--- src/rtl/uart_rx_param.sv ---
// 16x-oversampled UART receiver with programmable frame format, RX FIFO,
// watermark and sticky error flags.
module uart_rx_param #(
    parameter int unsigned FIFO_DEPTH = 8,
    parameter int unsigned AW         = $clog2(FIFO_DEPTH)
) (
    input  logic          clock,
    input  logic          reset,
    input  logic          rx_en,
    input  logic [15:0]   div,
    input  logic [1:0]    data_bits,
    input  logic [1:0]    parity_mode,
    input  logic          nstop,
    input  logic [AW-1:0] watermark,
    input  logic          err_clr,
    input  logic          rxd,
    input  logic          rd_en,
    output logic [7:0]    rd_data,
    output logic          empty,
    output logic          full,
    output logic [AW:0]   level,
    output logic          rxwm,
    output logic          parity_err,
    output logic          frame_err,
    output logic          overrun
);

    localparam int unsigned LW        = AW + 1;
    localparam logic [AW:0] DEPTH_L   = LW'(FIFO_DEPTH);
    localparam logic [3:0]  SAMP_MID  = 4'd7;
    localparam logic [3:0]  SAMP_LAST = 4'd15;

    typedef enum logic [2:0] {
        S_IDLE,
        S_START,
        S_DATA,
        S_PARITY,
        S_STOP1,
        S_STOP2
    } state_t;

    state_t      state, state_next;
    logic        rx_meta, rxs;
    logic [15:0] tick_cnt, div_q;
    logic        tick;
    logic [3:0]  samp_cnt, samp_next;
    logic [2:0]  bit_cnt, bit_next;
    logic [7:0]  shift_q, shift_next;
    logic [1:0]  fmt_bits, fmt_bits_next;
    logic [1:0]  fmt_par, fmt_par_next;
    logic        fmt_nstop, fmt_nstop_next;
    logic        push_c, perr_set, ferr_set;

    logic [7:0]    mem [FIFO_DEPTH];
    logic [AW-1:0] wptr, rptr;
    logic          do_push, do_pop, ovr_set;

    // Two-flop synchroniser for the asynchronous serial line
    always_ff @(posedge clock) begin
        if (reset) begin
            rx_meta <= 1'b1;
            rxs     <= 1'b1;
        end else begin
            rx_meta <= rxd;
            rxs     <= rx_meta;
        end
    end

    // Oversample tick; divisor is re-latched only at each wrap
    assign tick = (tick_cnt >= div_q);

    always_ff @(posedge clock) begin
        if (reset) begin
            tick_cnt <= '0;
            div_q    <= '0;
        end else if (tick) begin
            tick_cnt <= '0;
            div_q    <= div;
        end else begin
            tick_cnt <= tick_cnt + 16'd1;
        end
    end

    always_ff @(posedge clock) begin
        if (reset) state <= S_IDLE;
        else       state <= state_next;
    end

    always_comb begin
        state_next     = state;
        samp_next      = samp_cnt;
        bit_next       = bit_cnt;
        shift_next     = shift_q;
        fmt_bits_next  = fmt_bits;
        fmt_par_next   = fmt_par;
        fmt_nstop_next = fmt_nstop;
        push_c         = 1'b0;
        perr_set       = 1'b0;
        ferr_set       = 1'b0;
        if (!rx_en) begin
            state_next = S_IDLE;
        end else begin
            case (state)
                S_IDLE: begin
                    if (!rxs) begin
                        samp_next  = '0;
                        shift_next = '0;
                        state_next = S_START;
                    end
                end
                S_START: begin
                    if (tick) begin
                        samp_next = samp_cnt + 4'd1;
                        if (samp_cnt == SAMP_MID && rxs) begin
                            state_next = S_IDLE;
                        end else if (samp_cnt == SAMP_LAST) begin
                            state_next     = S_DATA;
                            bit_next       = '0;
                            fmt_bits_next  = data_bits;
                            fmt_par_next   = parity_mode;
                            fmt_nstop_next = nstop;
                        end
                    end
                end
                S_DATA: begin
                    if (tick) begin
                        samp_next = samp_cnt + 4'd1;
                        if (samp_cnt == SAMP_MID)
                            shift_next = shift_q | (8'(rxs) << bit_cnt);
                        if (samp_cnt == SAMP_LAST) begin
                            if (bit_cnt == 3'(fmt_bits) + 3'd4)
                                state_next = (fmt_par[0] ^ fmt_par[1]) ? S_PARITY : S_STOP1;
                            else
                                bit_next = bit_cnt + 3'd1;
                        end
                    end
                end
                S_PARITY: begin
                    if (tick) begin
                        samp_next = samp_cnt + 4'd1;
                        // fmt_par[1] is the required XOR: 0 for even, 1 for odd
                        if (samp_cnt == SAMP_MID)
                            perr_set = ((^shift_q) ^ rxs) != fmt_par[1];
                        if (samp_cnt == SAMP_LAST)
                            state_next = S_STOP1;
                    end
                end
                S_STOP1: begin
                    if (tick) begin
                        samp_next = samp_cnt + 4'd1;
                        if (samp_cnt == SAMP_MID) begin
                            ferr_set = !rxs;
                            if (!fmt_nstop) begin
                                push_c     = 1'b1;
                                state_next = S_IDLE;
                            end
                        end else if (samp_cnt == SAMP_LAST) begin
                            state_next = S_STOP2;
                        end
                    end
                end
                S_STOP2: begin
                    if (tick) begin
                        samp_next = samp_cnt + 4'd1;
                        if (samp_cnt == SAMP_MID) begin
                            ferr_set   = !rxs;
                            push_c     = 1'b1;
                            state_next = S_IDLE;
                        end
                    end
                end
                default: state_next = S_IDLE;
            endcase
        end
    end

    always_ff @(posedge clock) begin
        if (reset) begin
            samp_cnt  <= '0;
            bit_cnt   <= '0;
            shift_q   <= '0;
            fmt_bits  <= '0;
            fmt_par   <= '0;
            fmt_nstop <= 1'b0;
        end else begin
            samp_cnt  <= samp_next;
            bit_cnt   <= bit_next;
            shift_q   <= shift_next;
            fmt_bits  <= fmt_bits_next;
            fmt_par   <= fmt_par_next;
            fmt_nstop <= fmt_nstop_next;
        end
    end

    // FIFO: a pop in the same cycle frees the slot, so push-at-full is legal then
    assign empty   = (level == '0);
    assign full    = (level == DEPTH_L);
    assign rxwm    = (level > {1'b0, watermark});
    assign rd_data = mem[rptr];
    assign do_pop  = rd_en && !empty;
    assign do_push = push_c && (!full || do_pop);
    assign ovr_set = push_c && full && !do_pop;

    always_ff @(posedge clock) begin
        if (reset) begin
            for (int i = 0; i < int'(FIFO_DEPTH); i++) mem[i] <= '0;
            wptr  <= '0;
            rptr  <= '0;
            level <= '0;
        end else begin
            if (do_push) begin
                mem[wptr] <= shift_q;
                wptr      <= wptr + AW'(1);
            end
            if (do_pop) rptr <= rptr + AW'(1);
            if (do_push && !do_pop)      level <= level + LW'(1);
            else if (do_pop && !do_push) level <= level - LW'(1);
        end
    end

    // Sticky flags: a new error wins over a simultaneous clear
    always_ff @(posedge clock) begin
        if (reset) begin
            parity_err <= 1'b0;
            frame_err  <= 1'b0;
            overrun    <= 1'b0;
        end else begin
            parity_err <= perr_set | (parity_err & ~err_clr);
            frame_err  <= ferr_set | (frame_err & ~err_clr);
            overrun    <= ovr_set  | (overrun & ~err_clr);
        end
    end

endmodule

--- config.mk ---
export PLATFORM = sky130hd
export DESIGN_NAME = uart_rx_param
export DESIGN_NICKNAME = d
export VERILOG_FILES = /design/src/rtl/uart_rx_param.sv
export SDC_FILE = /design/constraint.sdc
export NUM_CORES = 1
export LEC_CHECK = 0
export CELL_PAD_IN_SITES_DETAIL_PLACEMENT = 2
export CELL_PAD_IN_SITES_GLOBAL_PLACEMENT = 2
export CORE_MARGIN = 2
export CORE_UTILIZATION = 35
export CTS_CLUSTER_SIZE = 24
export DETAILED_ROUTE_END_ITERATION = 8
export MAX_ROUTING_LAYER = met4
export PLACE_DENSITY_LB_ADDON = 0.08
export SLEW_MARGIN = 20
export SYNTH_ARGS = -nofsm -noshare
export SYNTH_HDL_FRONTEND = slang
export SYNTH_SLANG_ARGS = --single-unit
export TNS_END_PERCENT = 100
--- constraint.sdc ---
create_clock -name clock -period 5.3 [get_ports clock]
set_input_delay 1.06 -clock clock [delete_from_list [all_inputs] [get_ports clock]]
set_output_delay 1.06 -clock clock [all_outputs]
set_load 0.01 [all_outputs]
### After elaboration in Yosys (flattened, before gate mapping)

Memories as Yosys holds them, arrays and structs flattened. A register that Yosys moved wholly into a read port is not among the register bits.
Cells that the tools add are included.

* logic and storage cells: 157
* output and inout port bits: 18
* bits in writable memories: 64
* register bits after elaboration: 70
* memories kept: 1
* bits of input ports: 30

* multiplexer cells: 58
* reductions and logical operators: 30
* eq/ne operators: 28
* shifts and indexed selects: 1
* $add $sub $neg: 8
* magnitude comparators: 2
* bitwise logic cells: 12

Memories
* mem: words 8, width 8, rd ports 1, clocked after Yosys merged registers in 1, wr ports 8, RTL line 54 `logic [7:0] mem [FIFO_DEPTH];`

Operators by type and width (number)
* 3-bit 2-to-1 mux: 25
* 8-bit 2-to-1 mux: 4
* 2-bit inequality test, second input constant: 14
* 1-bit 2-to-1 mux: 20
* 3-bit one-hot mux with 6 select lines: 1
* 16-bit by 1-bit adder with 16-bit output, second input constant: 1
* 16-bit >= comparator: 1
* 4-bit 2-to-1 mux: 4
* 8-bit one-hot mux with 2 select lines: 1
* 13-bit AND reduction: 1
* 5-bit AND reduction: 2
* 3-bit by 1-bit adder with 3-bit output, second input constant: 3
* 3-bit inequality test, second input constant: 3
* 4-bit by 1-bit adder with 4-bit output, second input constant: 2
* 4-bit == test, second input constant: 2
* 8-bit bitwise OR: 1
* 4-bit one-hot mux with 2 select lines: 1
* 8-bit AND reduction: 1
* 2-bit nonzero test: 4
* 8-bit OR reduction: 1
* 8-bit XOR reduction: 1
* 1-bit by 3-bit left shift with 8-bit output: 1
* 1-bit logical AND: 7
* 3-bit by 2-bit == test with 1-bit output, second input constant: 2
* other kinds (22): 36

### Longest topological paths before layout

Gate-level depths: netlist of run 1.

* depth after elaboration: 11
* mapped depth: 14
* mapped depth without buffers: 14

### Least setup slack after synthesis of run 1

No wires, ideal clock.

* path type: input-to-reg
* start: in rx_en
* end: reg level[3]
* required time: 5.230 ns
* arrival time: 3.266 ns
* path slack: 1.963 ns
* cell stages on the path: 11
* path through: nand2_2 > a2111o_1 > a31oi_4 > ha_1 > inv_1 > ha_1 > a21o_1 > a21oi_1 > xnor2_1 > or3_1 > a21oi_1

* longest elaborated chain between the ends: 5
* elaborated cells between the ends (all ways): 7

Ends and longest elaborated chain
* start: declaration: RTL line 9 `input logic rx_en,`
* 1-bit 2-to-1 mux (*): RTL line 100 `if (!rx_en) begin`
* 1-bit logical AND (*): RTL line 201 `assign do_push = push_c && (!full || do_pop);`
* 1-bit logical NOT: RTL line 217 `else if (do_pop && !do_push) level <= level - LW'(1);`
* 1-bit logical AND: RTL line 217
* 2-bit nonzero test (no source line)
* end signal: assignment: RTL line 216 `if (do_push && !do_pop) level <= level + LW'(1);`
* end signal: assignment: RTL line 217
* end: declaration: RTL line 21 `output logic [AW:0] level,`

Mark *: on every way between the ends. The rest lies on a longest branch, timed or not.
A chain may end at the register's enable or synchronous reset.

### Worst setup path in the final report of run 1

* start: in watermark[1]
* end: out rxwm

* longest elaborated chain between the ends: 1

Ends and longest elaborated chain
* start: declaration: RTL line 14 `input logic [AW-1:0] watermark,`
* 4-bit by 3-bit > comparator with 1-bit output: RTL line 198 `assign rxwm = (level > {1'b0, watermark});`
* end: declaration: RTL line 22 `output logic rxwm,`

Every way passes these cells.

==> results of run 1 <==
[cells by family (layout without fill, tap and decap cells)]
kind of cell	Yosys count	in the layout	share of synthesized area (%)
AO/OA/AOI/OAI	97	97	10.3
multiplexers	34	34	8.07
flip-flops	137	137	49.6
buffers and inverters	63	112	3.98
AND/OR/NAND/NOR	259	259	18.9
adder cells (fa/ha/maj)	28	28	5.24
XOR/XNOR	31	31	3.98
[cells in the mapped netlist (all sizes together), types with 2 or more instances]
master | instances | area, um^2
edfxtp | 64 | 1920
nand2b | 18 | 113
nor3 | 25 | 135
o21ai | 6 | 30.0
inv | 28 | 105
a32o | 5 | 50.1
a21oi | 42 | 210
xnor2 | 21 | 184
and4 | 4 | 35.0
dfxtp | 73 | 1460
nor3b | 2 | 15.0
or3 | 6 | 42.5
clkbuf | 18 | 67.6
ha | 27 | 338
mux2 | 8 | 90.1
a22o | 4 | 35.0
nor2 | 94 | 360
nor4b | 3 | 26.3
nand4 | 6 | 52.6
nand3 | 16 | 113
mux4 | 16 | 360
nor2b | 10 | 62.6
mux2i | 10 | 100
a211o | 3 | 26.3
o31ai | 2 | 15.0
a311oi | 3 | 43.8
nor4 | 3 | 25.0
a31oi | 6 | 52.6
buf | 17 | 98.8
a21o | 6 | 45.0
xor2 | 10 | 87.6
or2 | 4 | 25.0
nand2 | 60 | 228
and3 | 4 | 25.0
a31o | 5 | 43.8
[sequential cells by signal, indices dropped and copies added (netlist names), 4 cells and up, named ones only]
signal and cells:
mem 64, level 4, tick_cnt 16, samp_cnt 4, div_q 16, shift_q 8
[power by group]
part	leakage (nW)	internal [mW]	total (mW)	switching, mW
Clock	0.298	0.791	1.27	0.482
Sequential	1.20	1.20	1.28	0.0781
Combinational	1.28	0.426	1.08	0.657
[routing by layer]
| layer | up-vias | routed length (um) |
|---|---|---|
| li1 | 2396 | - |
| met1 | 2485 | 7730 |
| met2 | 61 | 10000 |
| met3 | 30 | 405 |
| met4 | 0 | 361 |
| met5 | - | 0 |
[layout make-up]
class / count / area [um^2]
Clock buffer: 18 / 429
Clock inverter: 14 / 198
Fill cell: 2016 / 11100
Inverter: 28 / 105
Multi-Input combinational cell: 449 / 3170
Sequential cell: 137 / 3380
Tap cell: 265 / 332
Timing Repair Buffer: 52 / 503
[path summary, 6_finish.rpt]
path,startpoint,end,cells past startpoint
worst min-delay path,rx_meta$_SDFF_PP1_,rxs$_SDFF_PP1_,1
worst min register to register,rx_meta$_SDFF_PP1_,rxs$_SDFF_PP1_,1
worst max-delay path,watermark[1],rxwm,8
worst max register to register,div_q[13]$_SDFFE_PP0P_,level[3]$_SDFFE_PP0P_,14
==> results by stage, run 1 <==
Route:
- After detailed routing, the average wire length per cell comes to 19.2 um.
- The detailed-routing iteration count for the pre-antenna-repair pass is 5.
- After detailed routing, the number of vias per cell comes to 5.16.
- The violation count after the first detailed-routing iteration is 162.
- The final routed wirelength across all metal layers is 18.5 mm.
- In this run the remaining antenna-violating nets after routing total 0.
- For this run, design rule violations remaining after detail routing come to 0.
- The count of vias placed by the detailed router is 4972.

Placement:
- The post-detailed-placement cell area is 7500 um^2.
- At the end of routability-driven placement, the weighted congestion stood at 0.739.
- Prior to clock tree synthesis, the placed netlist has a worst setup slack of 0.928 ns.
- The sum of net half-perimeters after detailed placement is 12.9 mm.
- Port buffering added 47 buffers.
- The instance count after placement with tap cells included is 931.

CTS:
- The H-tree generated during clock tree synthesis spans 4 levels.
- The count of instances resized after the clock tree is built is 0.
- After clock tree synthesis, the clock-pin slew on the worst setup and hold paths is 0.06 ns.
- The total of hold buffers inserted after clock tree synthesis is 0.
- The cell at the root of the clock tree is clkbuf_16.
- Buffers added to address setup during post-CTS repair amount to 0.
- The number of buffers on the longest clock path is 2.
- The clock tree from TritonCTS is done.
- Clock tree synthesis found a total of 137 sinks.
- Clock tree synthesis inserted a total of 17 buffers.
- At the later pin of the worst-skew pair, clock insertion delay measures 0.42 ns.

Global routing:
- The number of antenna violations at the first check in global routing came to 0.
- The wire length of the first global-routing pass is 29.7 mm.
- The routing usage on met2 is 36.1%.
- The number of global-route vias before repair is 5475.
- Across every metal layer, demand over resource in global routing totals 19.8%.
- Summed over all layers, the global routing overflow is 0.
- The met1 track utilization from global routing is 21.5%.
- Entering global routing, the biggest net connects 72 pins.
- After global routing, the most crowded layer is met2.
- The met3 track demand over resource in global routing is 3.77%.

Timing:
- The fmax is 246 MHz.
- After layout, the worst path uses 76.7% of the clock period.
- Measured against its own limit, the worst slew margin works out to 41.1%.
- The measured slew at the worst slew-check pin is 0.882 ns.
- For the finished layout, the period the worst path requires is 4.06 ns.
- The worst hold slack is 0.411 ns.
- The number of hold-slack violations in the final timing report is 0.
- The total negative slack for setup checks is 0 ns.
- Setup repair after global routing left no endpoint under its margin.
- Setup violations remaining at the end of the flow were counted as 0.
- The final max-slew violation count is 0.
- Across the routed clock network, the largest skew measured is 0.00810 ns.
- The worst path meets setup with 1.24 ns of slack.

Synth:
- The synthesized netlist net count is 707.
- The number of synthesized flops with an enable pin is 64.
- Counting every instance in the synthesized netlist gives 649.
- The fraction of registers with async set/reset is 0%.
- The register area share after synthesis is 49.6%.
- Summing every instance area after synthesis gives 6820 um^2.
- The dominant register cell in the synthesized netlist is dfxtp_1.
- The count of distinct cell types in the synthesized netlist is 68.
- Averaged over all synthesized cells, the footprint is 10.5 um^2.
- During synthesis, Yosys emitted a total of 0 warnings.
- After synthesis the netlist holds a flip-flop and latch count of 137.

Floorplan:
- The area of the core is 19300 um^2.
- The die footprint is 20600 um^2.
- After floorplanning, the core was divided into 51 placement rows.
- The floorplan step set the die height to 144 um.
- The number of primary I/O pins is 48.
- The floorplan step set the die width to 144 um.
- The initial utilization of the core area, before any placement, comes to 35.4%.

Setup path:
- The critical path's slowest cell is clkdlybuf4s50_1.
- The setup slack on the worst flop-to-flop path is 1.35 ns.
- The type of origin of the critical path is an input pin.
- The delay of the slowest critical-path stage is 0.48 ns.
- The gate family responsible for the most delay along the worst path is buffers and inverters.
- The kind of critical path is in2out.
- The required time reported for the critical path endpoint is 4.24 ns.
- The most common cell type on the critical path is clkdlybuf4s50_1.
- The highest net fanout along the worst path is 2.
- Data arrives at the worst endpoint at 3.00 ns.
- The worst setup path is captured at an output port.
- Traced cell by cell, the critical path runs through clkdlybuf4s50_1, inv_1, ha_1, a21o_1, a21oi_1, a31oi_1, or2_2, clkdlybuf4s50_1.
- Counting both buffers and inverters, the worst setup path holds a total of 3.

Final layout:
- The library cells used most frequently in the layout, excluding fill and tap cells, are nor2_1 (93), dfxtp_1 (73), edfxtp_1 (64), nand2_1 (59), clkdlybuf4s50_1 (46).
- The layout overhead on the synthesized area is 19.1%.
- The most common cell after layout, fill and taps aside is nor2_1.
- The total inserted antenna cells is 0.
- Once layout is complete, the utilization of the core stands at 42.2%.
- The final cell area excluding filler cells is 8120 um^2.
- The non-filler instance count after layout is 963.
- The final net count is 743.
- The fraction of layout cells with a size suffix above 1 is 11.5%.

Outcome:
- The flow ran to the end, and the final reports show no timing, DRC or antenna violations.

Power:
- The total power divided by cell area is 447 nW/um^2.
- The worst IR drop on VDD is 213 uV.
- Summing internal, switching and leakage power gives 3.63 mW.
- The leakage power is 2.78 nW.

Hold path:
- The worst hold path belongs to the class reg2reg.

Run:
- The max capacitance violation total is 0.
(Power assumes the default switching activity.)
==> run 2, diff against run 1 <==
Clock period 5.3 ns to 3.9 ns, I/O delays scaled along.
==> run 2 against run 1 <==
Final area up 0.14%. Count of clock-buffer cells in the layout down 1. Highest routed layer unchanged. Critical endpoint is now level[3]$_SDFFE_PP0P_. Sequential power up 34%. Via count up 0.24%. Die area unchanged.
==> results by stage, run 2 (synthesis gave the netlist of run 1 again) <==
Outcome:
- The run finished with clean final reports.

CTS:
- TritonCTS built the clock tree.
- The number of setup buffers added after CTS is 0 (unchanged).
- The clock-pin slew on the worst setup and hold paths is 0.07 ns (about the same).
- The number of buffers inserted during clock tree synthesis is 17 (unchanged).
- The total of hold buffers inserted after clock tree synthesis is 0 (unchanged).
- The number of buffers on the longest clock path is 2 (unchanged).
- The number of sinks driven by the clock tree is 137 (unchanged).
- The clock network latency to the later pin of the worst-skew pair was 0.43 ns (about the same).
- The deepest level of the CTS H-tree is 4 (unchanged).
- The count of instances resized after the clock tree is built is 0 (unchanged).
- In this run the clock root is driven by a clkbuf_16.

Route:
- The number of DRC violations after detailed routing is 0 (unchanged).
- The violation count after the first detailed-routing iteration is 185 (+14%).
- The detailed-routing iteration count for the pre-antenna-repair pass is 5 (unchanged).
- The final routed wirelength across all metal layers is 18.6 mm (+0.31%).
- The post-route antenna net violation count is 0 (unchanged).
- The final routed wire length divided by cell count was 19.1 um (-0.52%).
- The ratio of routed vias to standard cells is 5.13 (-0.58%).
- The count of vias placed by the detailed router is 4984 (+0.24%).

Global routing:
- The met1 track utilization from global routing is 22.6% (+1.1 points).
- The remaining global-route overflow was 0 (unchanged).
- The routing usage on met2 is 35.3% (-0.88 points).
- The maximum number of pins on one net before global-route repair is 45 (-38%).
- The number of antenna violations at the first check in global routing is 0 (unchanged).
- The global routing stage identified its most utilized layer as met2.
- The wire length of the first global-routing pass is 29.7 mm (-0.23%).
- The number of global-route vias before repair was 5455 (-0.37%).
- The met3 track demand over resource in global routing was 3.03% (-0.73 points).
- The aggregate global-route resource usage is 19.6% (-0.17 points).

Floorplan:
- The number of primary I/O pins came to 48 (unchanged).
- The starting density of the core was 35.4% (unchanged).
- The floorplan row count was 51 (unchanged).
- The horizontal die dimension is 144 um (unchanged).
- The vertical die dimension is 144 um (unchanged).
- The die footprint is 20600 um^2 (unchanged).
- The area of the core is 19300 um^2 (unchanged).

Setup path:
- The highest net fanout along the worst path is 4 (+2).
- The most common cell type on the critical path is ha_1.
- The delay of the slowest critical-path stage is 0.48 ns (about the same).
- The number of buffer and inverter stages on the critical path came to 1 (-2).
- The arrival time of the worst setup path is 3.91 ns (+0.91 ns).
- The critical path's slowest cell is or3_4.
- The worst setup path is launched from a register.
- The gate family responsible for the most delay along the worst path is compound AO/OA/AOI/OAI gates.
- The kind of critical path is reg2reg.
- The critical path goes through ha_1, nand4_1, or3_4, a311o_1, a31oi_4, ha_1, inv_1, ha_1, a21o_1, a21oi_1, xnor2_1, or3_1, a21oi_1.
- The required time reported for the critical path endpoint is 4.25 ns (about the same).
- The worst setup path is captured at a register.

Final layout:
- The top cell types in the final layout, fill and taps aside, are nor2_1 (93), dfxtp_1 (73), edfxtp_1 (64), nand2_1 (59), clkdlybuf4s50_1 (46).
- The flip-flop count of the largest register after layout is 64 (unchanged).
- Compared with the post-synthesis result, the final layout area differs by 19.2%.
- The total area of sequential cells is 3380 um^2 (unchanged).
- The multi-input combinational cell area was 3170 um^2 (unchanged).
- mem holds more flip-flops than any other register.
- The largest registers in the layout are mem (64), div_q (16), tick_cnt (16).
- Leaving out fill and tap cells, the most frequent cell in the layout is nor2_1.
- The final standard cell utilization of the core is 42.2% (+0.058 points).
- The total inserted antenna cells is 0 (unchanged).
- The fraction of layout cells with a size suffix above 1 is 12.9% (+1.4 points).
- The fill cell instance count of the final layout is 2033 (+0.84%).
- The final net count is 751 (+1.1%).

Timing:
- Static timing analysis puts the maximum clock frequency at 281 MHz.
- The number of hold-slack violations in the final timing report came to 0 (unchanged).
- The worst clock skew was 0.0156 ns (+0.00755 ns).
- The time the worst path needs with I/O delays and setup is 3.56 ns.
- The measured slew at the worst slew-check pin is 0.830 ns (-0.0519 ns).
- The number of setup violations in the final report is 0 (unchanged).
- The final max-slew violation count came to 0 (unchanged).
- The relative max-transition margin came to 44.6% (+3.5 points).
- The total negative slack for setup checks is 0 ns (unchanged).
- The worst hold slack is 0.417 ns (+0.00533 ns).
- The portion of the clock cycle consumed by the worst path in the final layout is 91.3%.
- Setup repair after global routing left no endpoint under its margin.

Hold path:
- The path class of the tightest hold or removal check is reg2reg.

Power:
- The relative contribution of sequential cells to total power came to 35.7% (+0.5 points).
- The fraction of power consumed by the clock network is 32.8% (-2.2 points).
- The total power divided by cell area is 592 nW/um^2 (+32%).
- The net switching component of the power is 1.65 mW (+36%).
- The cell-internal power is 3.17 mW (+31%).
- The combinational share of power is 31.5% (+1.7 points).
- The total design power came to 4.82 mW (+33%).
- The fraction of power spent switching nets is 34.3% (+0.81 points).
- The leakage power is 2.78 nW (about the same).
- The worst IR drop on VDD is 321 uV (+51%).

Placement:
- The weighted congestion at the end of routability-driven global placement is 0.768 (+3.9%).
- The sum of net half-perimeters after detailed placement is 13.0 mm (+0.57%).
- The port buffer count is 47 (unchanged).

Run:
- The max capacitance violation total is 0 (unchanged).
[run 2: cell count changes in the layout (fill, tap and decap cells not counted), sizes merged]
cell	previous run	this run
buf	6	14
bufinv	4	2
inv	30	29
clkbuf	18	17
clkinvlp	2	9
clkinv	6	3
[run 2: power by group through the flow]
| stage | clock [mW] | combinational (mW) | sequential, mW |
|---|---|---|---|
| 2_1_floorplan | 0 | 1.09 | 1.72 |
| 3_3_place_gp | 0 | 1.51 | 1.74 |
| 3_5_place_dp | 0 | 1.56 | 1.75 |
| 4_1_cts | 1.62 | 1.58 | 1.72 |
| 5_1_grt | 1.68 | 1.69 | 1.74 |
| 6_report | 1.58 | 1.52 | 1.72 |
[run 2: stage by stage]
stage | std cells | cell area (um^2) | worst slack, ns
final | 971 | 8140 | 0.337
after global routing | 971 | 8140 | 0.142
after CTS | 971 | 8140 | 0.286
after detailed placement | 939 | 7560 | 0.224
after global placement | 939 | 7560 | 0.312
after floorplan | 649 | 6820 | 0.587
[run 2: final timing paths]
kind,end,depth (start not counted),slack (ns),startpoint
worst max register to register,level[3]$_SDFFE_PP0P_,13,0.34,tick_cnt[13]$_SDFF_PP0_
worst min-delay path,rxs$_SDFF_PP1_,1,0.42,rx_meta$_SDFF_PP1_
worst min register to register,rxs$_SDFF_PP1_,1,0.42,rx_meta$_SDFF_PP1_
worst max-delay path,level[3]$_SDFFE_PP0P_,13,0.34,tick_cnt[13]$_SDFF_PP0_
[run 2: cell type report]
type | count | area share, %
timing repair buffer | 60 | 6.92
inverter | 28 | 1.29
clock inverter | 15 | 1.88
sequential | 137 | 41.6
multi-input combinational | 449 | 39.0
clock buffer | 17 | 5.23
tap | 265 | 4.08
[run 2: routing by layer]
metal | share of wire [%] | wire [um] | vias up
li1 | - | - | 2410
met1 | 44 | 8110 | 2509
met2 | 53 | 9840 | 49
met3 | 2.0 | 369 | 16
met4 | 1.2 | 231 | 0
met5 | 0 | 0 | -
==> run 3, diff against run 2 <==
Settings changed: CORE_MARGIN 2 to unset.
==> run 3 against run 2 <==
Clock skew down 0.0083 ns. Sequential power about the same. Cell count down 0.51%. Sequential cell count unchanged. Die area down 2.8%. Critical endpoint is now rxwm. Largest cell class unchanged.
==> results by stage, run 3 (synthesis gave the netlist of run 1 again) <==
Setup path:
- The kind of critical path is in2out.
- The worst register-to-register path ends at level[3]$_SDFFE_PP0P_.
- In this run the critical register-to-register path is launched from div_q[13]$_SDFFE_PP0P_.
- The worst reg-to-reg path cell count is 14 (+1).
- The setup slack on the worst flop-to-flop path is 0.43 ns (+0.09 ns).
- The required time reported for the critical path endpoint is 3.12 ns (-1.13 ns).
- The highest net fanout along the worst path is 2 (-2).
- The kind of end point of the critical path is an output port.
- The worst setup path is launched from an input pin.
- The arrival time of the worst setup path is 2.72 ns (-1.19 ns).

Floorplan:
- The die footprint is 20100 um^2 (-2.8%).
- The vertical die dimension came to 142 um (-1.4%).
- The starting density of the core is 36.1% (+0.71 points).
- The horizontal die dimension came to 142 um (-1.4%).
- The floorplan row count was 50 (-2.0%).
- The number of primary I/O pins was 48 (unchanged).
- The area of the core came to 18900 um^2 (-2.0%).

Final layout:
- The fraction of layout cells with a size suffix above 1 is 12.9% (unchanged).
- The final cell area excluding filler cells is 8150 um^2 (+0.12%).
- Leaving out fill and tap cells, the most frequent cell in the layout is nor2_1.
- The fill cell instance count of the final layout is 1982 (-2.5%).
- The total inserted antenna cells is 0 (unchanged).
- The flip-flop count of the largest register after layout was 64 (unchanged).
- The layout overhead on the synthesized area is 19.4%.
- Leaving out fill and tap cells, the most frequent cells in the layout are nor2_1 (93), dfxtp_1 (73), edfxtp_1 (64), nand2_1 (59), clkdlybuf4s50_1 (46).
- Counting flops per register, the top entry is mem.
- In the final layout, the registers with the most flip-flops are mem (64), div_q (16), tick_cnt (16).
- The final net count is 751 (unchanged).

Hold path:
- The worst hold path cell count is 1 (unchanged).
- The worst hold path begins at rx_meta$_SDFF_PP1_.
- The worst hold path belongs to the class reg2reg.
- The terminating pin of the worst hold path is rxs$_SDFF_PP1_.

Power:
- The leakage power is 2.81 nW (+0.98%).
- The total power divided by cell area came to 596 nW/um^2 (+0.67%).
- The worst IR drop on VDD is 398 uV (+24%).

Run:
- The max capacitance violation total came to 0 (unchanged).

CTS:
- The total of hold buffers inserted after clock tree synthesis is 0 (unchanged).
- The number of buffers on the longest clock path is 2 (unchanged).
- CTS placed an instance of clkbuf_16 at the clock tree root.
- The number of setup buffers added after CTS came to 0 (unchanged).
- The deepest level of the CTS H-tree is 4 (unchanged).
- The number of buffers inserted during clock tree synthesis is 17 (unchanged).
- The number of sinks driven by the clock tree is 137 (unchanged).
- The clock-pin slew on the worst setup and hold paths is 0.07 ns (about the same).
- The clock tree from TritonCTS is done.
- The clock network latency to the later pin of the worst-skew pair is 0.42 ns (about the same).
- The count of instances resized after the clock tree is built is 0 (unchanged).

Global routing:
- The maximum number of pins on one net before global-route repair is 37 (-18%).
- The number of global-route vias before repair is 5603 (+2.7%).
- The aggregate global-route resource usage is 20.6% (+1.0 points).
- The number of antenna violations at the first check in global routing was 0 (unchanged).
- The remaining global-route overflow is 0 (unchanged).
- The wire length of the first global-routing pass is 30.1 mm (+1.6%).

Timing:
- The smallest setup slack after layout is 0.401 ns (+0.0631 ns).
- The fmax is 286 MHz (+1.8%).
- Setup repair after global routing left no endpoint under its margin.
- The total negative slack for setup checks is 0 ns (unchanged).
- The measured slew at the worst slew-check pin came to 0.858 ns (+0.0281 ns).
- The portion of the clock cycle consumed by the worst path in the final layout is 89.7% (-1.6 points).
- The number of setup violations in the final report is 0 (unchanged).
- The number of hold-slack violations in the final timing report was 0 (unchanged).
- The relative max-transition margin is 42.7% (-1.9 points).
- The time the worst path needs with I/O delays and setup was 3.50 ns (-0.0631 ns).
- The worst clock skew is 0.00735 ns (-0.00830 ns).
- The final max-slew violation count is 0 (unchanged).

Route:
- The final routed wirelength across all metal layers is 18.8 mm (+1.1%).
- The count of vias placed by the detailed router is 5007 (+0.46%).
- The number of DRC violations after detailed routing was 0 (unchanged).
- The ratio of routed vias to standard cells is 5.18 (+0.98%).
- The post-route antenna net violation count is 0 (unchanged).
- The violation count after the first detailed-routing iteration is 185 (unchanged).
- The final routed wire length divided by cell count is 19.4 um (+1.6%).
- The detailed-routing iteration count for the pre-antenna-repair pass is 4 (-1).

Placement:
- The post-placement worst setup slack is 0.206 ns (-0.0186 ns).
- The post-detailed-placement cell area is 7550 um^2 (about the same).
- The sum of net half-perimeters after detailed placement is 13.3 mm (+2.5%).
- The weighted congestion at the end of routability-driven global placement is 0.837 (+9.0%).
- The port buffer count is 47 (unchanged).

Outcome:
- The flow ran to the end, and the final reports show no timing, DRC or antenna violations.
-- run 3: final cells by class --
type | instances | area, um^2 | share of cell area, %
timing repair buffer | 60 | 563 | 6.91
clock inverter | 15 | 169 | 2.07
inverter | 28 | 105 | 1.29
sequential | 137 | 3380 | 41.5
tap | 260 | 325 | 3.99
clock buffer | 17 | 425 | 5.22
multi-input combinational | 449 | 3170 | 39.0
-- run 3: per-layer routing --
| layer | GRT usage (%) | share of wire (%) | up-vias |
|---|---|---|---|
| met5 | - | 0 | - |
| met4 | 6.73 | 1.5 | 0 |
| met3 | 3.41 | 2.2 | 22 |
| met2 | 36.4 | 53 | 64 |
| met1 | 23.7 | 43 | 2517 |
| li1 | - | - | 2404 |
-- run 3: worst max-delay path: stages --
cell and delay, ns:
clkdlybuf4s50_1 0.47, inv_1 0.05, ha_1 0.31, a21o_1 0.17, a21oi_1 0.14, a31oi_1 0.05, or2_2 0.27, clkdlybuf4s50_1 0.49
-- run 3: worst max-delay path by stage --
stage                                       from                     to  cells past startpoint
after floorplan           div_q[13]$_SDFFE_PP0P_  level[3]$_SDFFE_PP0P_                     14
after global placement                     rx_en  level[3]$_SDFFE_PP0P_                     12
after detailed placement                   rx_en  level[3]$_SDFFE_PP0P_                     12
after CTS                           watermark[1]                   rxwm                      8
after global routing      div_q[13]$_SDFFE_PP0P_  level[3]$_SDFFE_PP0P_                     14
final                               watermark[1]                   rxwm                      8
-- run 3: where the power goes --
group	switching [mW]	leakage [nW]	internal (mW)	total [mW]
Clock	0.674	0.283	0.955	1.63
Sequential	0.0899	1.20	1.63	1.72
Combinational	0.909	1.32	0.599	1.51
Total	1.67	2.81	3.18	4.86
-- run 3: per-stage QoR --
stage / hold slack [ns] / std cells / power [mW] / util, %
after detailed placement: 0.412 / 934 / 3.30 / 40.0
after global placement: 0.398 / 934 / 3.23 / 40.0
after floorplan: 0.389 / 649 / 2.82 / -
final: 0.419 / 966 / 4.86 / 43.1
after CTS: 0.429 / 966 / 4.94 / 43.1
after global routing: 0.446 / 966 / 5.14 / 43.1
